==> src/rtl/imm_ext_pkg.sv <==
`default_nettype none
// ============================================================================
// Module      : imm_ext_pkg
// Description : Shared ext_op encoding constants for the immediate extender.
// Revision    : 1.0 - initial release
// ============================================================================
package imm_ext_pkg;

  localparam int EXT_OP_W = 3;

  localparam logic [EXT_OP_W-1:0] EXT_ZERO   = 3'd0;
  localparam logic [EXT_OP_W-1:0] EXT_SIGN   = 3'd1;
  localparam logic [EXT_OP_W-1:0] EXT_HIGH   = 3'd2;
  localparam logic [EXT_OP_W-1:0] EXT_BRANCH = 3'd3;
  localparam logic [EXT_OP_W-1:0] EXT_BYTE   = 3'd4;

endpackage
`default_nettype wire

==> src/rtl/imm_ext_core.sv <==
`default_nettype none
// ============================================================================
// Module      : imm_ext_core
// Description : Combinational immediate extender (imm, ext_op -> value, err).
//               BRANCH mode exists only when IMM_EXT_BRANCH_EN is defined;
//               otherwise ext_op 3 is reported as reserved.
// Revision    : 1.0 - initial release
// ============================================================================
module imm_ext_core
  import imm_ext_pkg::*;
#(
  parameter int IN_W  = 16,
  parameter int OUT_W = 32
) (
  input  logic [IN_W-1:0]     imm,
  input  logic [EXT_OP_W-1:0] ext_op,
  output logic [OUT_W-1:0]    value,
  output logic                err
);

  logic [OUT_W-1:0] sext_w;

  assign sext_w = {{(OUT_W-IN_W){imm[IN_W-1]}}, imm};

  // Select the extension mode; reserved encodings yield zero with err set.
  always_comb begin
    value = '0;
    err   = 1'b0;
    case (ext_op)
      EXT_ZERO:   value = {{(OUT_W-IN_W){1'b0}}, imm};
      EXT_SIGN:   value = sext_w;
      EXT_HIGH:   value = {imm, {(OUT_W-IN_W){1'b0}}};
`ifdef IMM_EXT_BRANCH_EN
      EXT_BRANCH: value = sext_w << 2;
`endif
      EXT_BYTE:   value = {{(OUT_W-8){imm[7]}}, imm[7:0]};
      default: begin
        value = '0;
        err   = 1'b1;
      end
    endcase
  end

endmodule
`default_nettype wire

==> src/rtl/imm_ext_pipe.sv <==
`default_nettype none
// ============================================================================
// Module      : imm_ext_pipe
// Description : Immediate extender followed by a DEPTH-entry in-order buffer
//               with valid/ready handshakes, flush and synchronous reset.
//               Macro IMM_EXT_BRANCH_EN enables BRANCH mode (ext_op 3).
// Revision    : 1.0 - initial release
// ============================================================================
module imm_ext_pipe
  import imm_ext_pkg::*;
#(
  parameter int IN_W  = 16,
  parameter int OUT_W = 32,
  parameter int DEPTH = 2
) (
  input  logic                clk,
  input  logic                reset,
  input  logic                flush,
  input  logic                in_valid,
  output logic                in_ready,
  input  logic [IN_W-1:0]     imm,
  input  logic [EXT_OP_W-1:0] ext_op,
  output logic                out_valid,
  input  logic                out_ready,
  output logic [OUT_W-1:0]    out_data,
  output logic                out_err
);

  localparam int PTR_W = $clog2(DEPTH);
  localparam int CNT_W = $clog2(DEPTH) + 1;

  logic [OUT_W-1:0] ext_value_w;
  logic             ext_err_w;

  logic [OUT_W-1:0] data_q [DEPTH];
  logic [DEPTH-1:0] err_q;

  logic [PTR_W-1:0] wr_ptr_q, wr_ptr_d;
  logic [PTR_W-1:0] rd_ptr_q, rd_ptr_d;
  logic [CNT_W-1:0] count_q,  count_d;

  logic push_w;
  logic pop_w;

  imm_ext_core #(
    .IN_W  (IN_W),
    .OUT_W (OUT_W)
  ) u_core (
    .imm    (imm),
    .ext_op (ext_op),
    .value  (ext_value_w),
    .err    (ext_err_w)
  );

  // Handshake flags depend only on registered count, so out_ready never
  // reaches in_ready combinationally.
  assign in_ready  = (count_q < CNT_W'(DEPTH));
  assign out_valid = (count_q != '0);
  assign push_w    = in_valid && in_ready;
  assign pop_w     = out_valid && out_ready;

  // Gate the head entry so an empty buffer never exposes stale storage.
  assign out_data = out_valid ? data_q[rd_ptr_q] : '0;
  assign out_err  = out_valid ? err_q[rd_ptr_q]  : 1'b0;

  // Next-state for pointers and count; flush discards everything in flight.
  always_comb begin
    wr_ptr_d = wr_ptr_q;
    rd_ptr_d = rd_ptr_q;
    count_d  = count_q;
    if (flush) begin
      wr_ptr_d = '0;
      rd_ptr_d = '0;
      count_d  = '0;
    end else begin
      if (push_w) wr_ptr_d = wr_ptr_q + PTR_W'(1);
      if (pop_w)  rd_ptr_d = rd_ptr_q + PTR_W'(1);
      case ({push_w, pop_w})
        2'b10:   count_d = count_q + CNT_W'(1);
        2'b01:   count_d = count_q - CNT_W'(1);
        default: count_d = count_q;
      endcase
    end
  end

  // Control state register; reset outranks flush and transfers.
  always_ff @(posedge clk) begin
    if (reset) begin
      wr_ptr_q <= '0;
      rd_ptr_q <= '0;
      count_q  <= '0;
    end else begin
      wr_ptr_q <= wr_ptr_d;
      rd_ptr_q <= rd_ptr_d;
      count_q  <= count_d;
    end
  end

  // Entry storage needs no reset; a write under flush/reset is never exposed
  // because the write pointer and count do not advance.
  always_ff @(posedge clk) begin
    if (push_w) begin
      data_q[wr_ptr_q] <= ext_value_w;
      err_q[wr_ptr_q]  <= ext_err_w;
    end
  end

endmodule
`default_nettype wire

==> config.mk <==
export PLATFORM = sky130hd
export DESIGN_NAME = imm_ext_pipe
export DESIGN_NICKNAME = d
export VERILOG_FILES = /design/src/rtl/imm_ext_pkg.sv /design/src/rtl/imm_ext_core.sv /design/src/rtl/imm_ext_pipe.sv
export SDC_FILE = /design/constraint.sdc
export NUM_CORES = 1
export LEC_CHECK = 0
export CORE_MARGIN = 2
export CORE_UTILIZATION = 55
export CTS_CLUSTER_DIAMETER = 60
export DETAILED_ROUTE_END_ITERATION = 8
export GPL_TIMING_DRIVEN = 0
export PLACE_DENSITY_LB_ADDON = 0.12
export SLEW_MARGIN = 25
export SYNTH_ARGS = -nofsm -noshare
export SYNTH_HDL_FRONTEND = slang
export SYNTH_SLANG_ARGS = --single-unit
==> constraint.sdc <==
create_clock -name clk -period 4.1 [get_ports clk]
set_clock_uncertainty 0.2 [all_clocks]
set_input_delay 0.41 -clock clk [delete_from_list [all_inputs] [get_ports clk]]
set_output_delay 0.41 -clock clk [all_outputs]
set_load 0.05 [all_outputs]
=== Word-level counts from Yosys, hierarchy flattened ===
Memories as Yosys holds them, arrays and structs flattened. A register that Yosys moved wholly into a read port is not among the register bits.
Cells that the tools add are included.

* Bits in read-only memories: 0
* Output and inout bits: 35
* Bits in writable memories: 64
* Register bits after elaboration: 6
* Memories kept: 1
* Bits of input ports: 24
* Latch bits: 0
* Word-level logic and storage cells: 40

{| class="wikitable"
|+ Memories
! memory !! depth !! width !! read ports !! clocked after memory_dff !! write ports !! line !! text
|-
| data_q || 2 || 32 || 1 || 1 || 1 || imm_ext_pipe.sv:35 || <nowiki>logic [OUT_W-1:0] data_q [DEPTH];</nowiki>
|}

* Muxes and demuxes: 14
* Multiply operators: 0
* Shift-type cells: 0
* Divide/modulo/power cells: 0
* Equal/unequal tests: 5
* $add $sub $neg: 4
* Order comparisons: 4
* Reductions and logical operators: 8
* Bitwise gates (word level): 0

{| class="wikitable"
|+ Operators with widths
! cell !! count
|-
| $pmux 32 s4 || 1
|-
| $mux 32 || 1
|-
| $mux 1 || 9
|-
| $lt 1x2->1 const B || 2
|-
| $pmux 2 s2 || 1
|-
| $reduce_bool 2->1 || 2
|-
| $reduce_or 4->1 || 1
|-
| $eq 3x1->1 const B || 1
|-
| $eq 3x2->1 const B || 1
|-
| $eq 3x3->1 const B || 1
|-
| $logic_and 1x1->1 || 3
|-
| $logic_not 3->1 || 1
|-
| $add 1x1->1 const B || 2
|-
| $add 2x1->2 const B || 1
|-
| $bwmux 2 || 1
|-
| $eq 2x1->1 const B || 1
|-
| $eq 2x2->1 const B || 1
|-
| $lt 2x2->1 const B || 1
|-
| $reduce_or 2->1 || 1
|-
| $sub 2x1->2 const B || 1
|-
| $demux 1 s1 || 1
|-
| $ge 1x1->1 const B || 1
|}

=== Depth between registers and ports, before layout ===
* Depth after elaboration: 5
* Mapped depth: 6
* Gate-level depth less buffers: 6

=== Hierarchy ===
From an unflattened synthesis, not the netlist that was laid out.

* Cell total of the unflattened synthesis: 225
* Area, all modules: 3,189.3 um2

{| class="wikitable"
|+ Modules (own cells, without submodules)
! module !! area an instance (um2) !! instances !! seq. area each (um2) !! cells each
|-
| imm_ext_pipe || 2,688.8 || 1 || 2,082.0 || 164
|-
| imm_ext_core || 500.5 || 1 || 0.0 || 61
|}

=== Worst setup path before layout ===
Ideal clock, no wire load.

* Kind: register to register
* Start point: register count_q[1]
* End point: memory data_q[0][0] (enable)
* Cell stages (with the launch flop): 3
* Library setup time: 423 ps
* Clock period less this slack: 2,539 ps
* Setup slack: 1,561 ps
* Arrival time: 1,916 ps
* Data required time: 3,477 ps
* Path buffers: 0
* Path through: dfxtp_1 -> nand2b_1 -> nor2_1

* Longest elaborated chain between the ends: 4

{| class="wikitable"
|+ Ends and longest elaborated chain
! element !! line !! text
|-
| start: declaration || imm_ext_pipe.sv:40 || <nowiki>logic [CNT_W-1:0] count_q, count_d;</nowiki>
|-
| start signal: assignment || imm_ext_pipe.sv:95 || <nowiki>count_q <= count_d;</nowiki>
|-
| $lt 2x2->1 || imm_ext_pipe.sv:57 || <nowiki>assign in_ready = (count_q < CNT_W'(DEPTH));</nowiki>
|-
| $logic_and 1x1->1 || imm_ext_pipe.sv:59 || <nowiki>assign push_w = in_valid && in_ready;</nowiki>
|-
| $mux 1 || imm_ext_pipe.sv:102 || <nowiki>if (push_w) begin</nowiki>
|-
| $mux 1 (implied by the code) || imm_ext_pipe.sv:103 || <nowiki>data_q[wr_ptr_q] <= ext_value_w;</nowiki>
|-
| end: declaration || imm_ext_pipe.sv:35 ||
|}

Every way passes these cells.

=== Worst setup path after layout ===
* Start point: register count_q[1]
* End point: output port out_data[11]

* Longest elaborated chain between the ends: 2

{| class="wikitable"
|+ Ends and longest elaborated chain
! element !! line !! text
|-
| $reduce_bool 2->1 || imm_ext_pipe.sv:58 || <nowiki>assign out_valid = (count_q != '0);</nowiki>
|-
| $mux 32 || imm_ext_pipe.sv:63 || <nowiki>assign out_data = out_valid ? data_q[rd_ptr_q] : '0;</nowiki>
|-
| end: declaration || imm_ext_pipe.sv:25 || <nowiki>output logic [OUT_W-1:0] out_data,</nowiki>
|}

Every way passes these cells.

==> results.tsv <==
stage	metric	value	unit
critical_path	r2r-end	count_q[1]	
critical_path	cp-start-kind	flop	
critical_path	worstReg2RegStart	count_q[1]	
synthesis	synth_cell_types	31	
cts	cts_inserted_buffers	9	
floorplanning	dieHeight	79.5	µm
pwr	swShare	25.1	%
timing	worst_pin_slew	0.555	ns
min_path	hold_depth	2	
global_route	grt_pass1_wl	9.84	mm
pwr	p_total	1610	µW
floorplanning	initial_utilization	56.9	%
synthesis	async_reset_ff_share	0	%
floorplanning	die_w	79.5	µm
timing	setup-tns-final	0	ns
route	firstDrtPassIters	6	
global_route	track_usage	20.9	%
finish	layout-drive-gt1-share	11.5	%
pwr	power.density	399	mW/mm²
synthesis	synth_edf_count	66	
critical_path	worstRegToRegCells	5	
route	ant_nets	0	
synthesis	yosys_warnings	0	
critical_path	critPathKind	reg -> out	
critical_path	cpMostUsedCell	nor2_1	
floorplanning	coreArea	0.00551	mm²
finish	antenna_cells	0	
place	port-buffer-count	58	
cts	clk_pin_slew	0.07	ns
cts	post_cts_buffers	0	
global_route	antenna_found_initial	0	
synthesis	synth_cells	229	
min_path	min_to	count_q[1]	
min_path	worstHoldStart	count_q[1]	
synthesis	avgSynthCellArea	13.7	µm²
timing	fmax	328	MHz
timing	report.final.setup_viol	0	
timing	slew_headroom	63.0	%
synthesis	synth-seq-area-share	66.5	%
pwr	intPower	1210	µW
global_route	grt_max_degree	22	
synthesis	netlist_area	0.00313	mm²
cts	root_buffer	clkbuf_8	
route	finalWirelength	6.11	mm
finish	fin_area	0.00405	mm²
pwr	p_comb_share	15.6	%
cts	clk_path_buf_depth	2	
place	dp.cells	361	
finish	final_nets	325	
critical_path	regToRegSetupSlack	2.17	ns
synthesis	yosys.area.top_type	edfxtp_1	
timing	hold_viol_final	0	
critical_path	end_kind	output pin	
route	drtIter0Drc	117	
synthesis	synthesis.nets	254	
critical_path	worstPathCellList	nor2_1, clkbuf_1, nor2_1, clkdlybuf4s50_1	
synthesis	ys_ff_latch	71	
timing	period_minus_slack	3.05	ns
route	vias	2022	
cts	clock_latency	0.33	ns
critical_path	cp.required	3.49	ns
global_route	use_met2	35.9	%
critical_path	path_max_fanout	10	
global_route	grtUsageMet3	3.73	%
timing	grt_setup_unrepaired	no	
place	dpl.hpwl	4.35	mm
pwr	vdd_drop_max	0.272	mV
finish	area_delta_synth_final	29.2	%
global_route	grt_pass1_vias	2058	
global_route	overflow	0	
cts	htreeDepth	3	
route	routedWlPerCell	16.2	µm
floorplanning	die-area	0.00632	mm²
finish	fin_cells	377	
flow_run	cap_violations	0	
synthesis	ys_top_cells_by_area	edfxtp_1 (63%), mux2i_1 (11%), nor2_1 (4.2%), dfxtp_1 (3.2%), o211ai_2 (2.8%)	
timing	whs	0.359	ns
synthesis	synth_top_area_share	63.3	%
status	run_status	finished, final reports clean	
route	vias_per_cell	5.36	
floorplanning	rows	27	
global_route	grt_use_met1	25.9	%
critical_path	worstPathArrival	2.44	ns
synthesis	netlist_top_cells_count	edfxtp_1 (66), nor2_1 (35), mux2i_1 (33), a21oi_1 (16), nand2b_1 (10)	
global_route	busiest_layer	met2	
pwr	clkPwrFrac	32.1	%
critical_path	cpMaxStageDelayCell	clkdlybuf4s50_1	
cts	cts.sinks	71	
cts	cts_tree	built	
timing	drv_slew	0	
floorplanning	io_pins	59	
synthesis	yosysMostFrequentCell	edfxtp_1	
min_path	worst_hold_path_type	reg -> reg	
place	dpl_cell_area	0.00387	mm²
synthesis	ys.flop_type	edfxtp_1	
pwr	switching_power	406	µW
cts	cts_repair_resize_count	0	
pwr	p_leak	0.00138	µW
timing	timing.final.crit_share	74.4	%
pwr	seqPwrFrac	52.3	%
route	drc	0	
place	gp_congestion	0.741	
cts	postCtsHoldBufs	0	
critical_path	max_stage_delay	0.73	ns
==> how the worst max path moves through the flow <==
stage	start	to	slack, ns	depth (start not counted)
floorplan	count_q[1]	data_q[0][0]	1.56	2
global placement	in_valid	data_q[0][6]	0.29	3
detailed placement	count_q[1]	out_data[11]	1.40	4
CTS	count_q[1]	out_data[11]	1.03	4
global route	count_q[1]	out_data[11]	0.88	4
finish	count_q[1]	out_data[11]	1.05	4
==> sequential cells by signal (all words and copies together), names as in the netlist, named ones only <==
name      count
data_q       64
count_q       2
err_q         2
rd_ptr_q      1
wr_ptr_q      1
==> cell families after synthesis <==
| group | after synthesis | synth area share, % |
|---|---|---|
| flops | 71 | 66.5 |
| simple gates | 66 | 10.7 |
| compound gates | 34 | 7.51 |
| mux | 33 | 10.5 |
| buf+inv | 18 | 2.68 |
| xor+xnor | 5 | 1.40 |
| fa+ha+maj | 2 | 0.719 |
==> per-layer routing <==
layer | vias up | share of wire [%]
li1 | 980 | -
met1 | 980 | 42
met2 | 54 | 52
met3 | 8 | 4.5
met4 | 0 | 1.4
met5 | - | 0
==> power groups by stage <==
stage               sequential [µW]  combinational [µW]  clock [µW]
global placement                861                 240           0
global route                    848                 269         552
floorplan                       859                 156           0
detailed placement              861                 253           0
CTS                             845                 254         525
finish                          845                 252         517
==> worst max-delay path, delay by kind of cell, from the launching register on <==
kind	cells	cell delay, ns
buffers and inverters	2	1.18
and+or+nand+nor	2	0.57
DFF	1	0.35
==> stage by stage <==
step                      setup slack (ns)  util, %
after CTS                             1.03     73.5
after floorplan                       1.56        -
after global placement               0.291     69.1
after global routing                 0.879     73.5
after detailed placement              1.40     70.2
final                                 1.05     73.5
==> final cells by class <==
class                   count  area [µm²]
plain buffers              15        72.6
clock buffers              12         135
clock inverters             4        46.3
fillers                   365        1460
inverters                   3        11.3
multi-input cells         140         976
flip-flops and latches     71        2080
well taps                  72        90.1
repair buffers             60         636
==> cells in the final DEF, fill, tap and decap left out, types with 5 or more instances in the layout <==
master,instances
edfxtp_1,66
clkbuf_1,8
clkdlybuf4s50_1,58
and2_1,8
mux2i_1,33
buf_2,7
dfxtp_1,5
nor2_1,34
a21oi_1,16
nand2b_1,10
o211ai_2,7
clkbuf_8,9
Note: power is estimated with default switching activity, not from simulation.
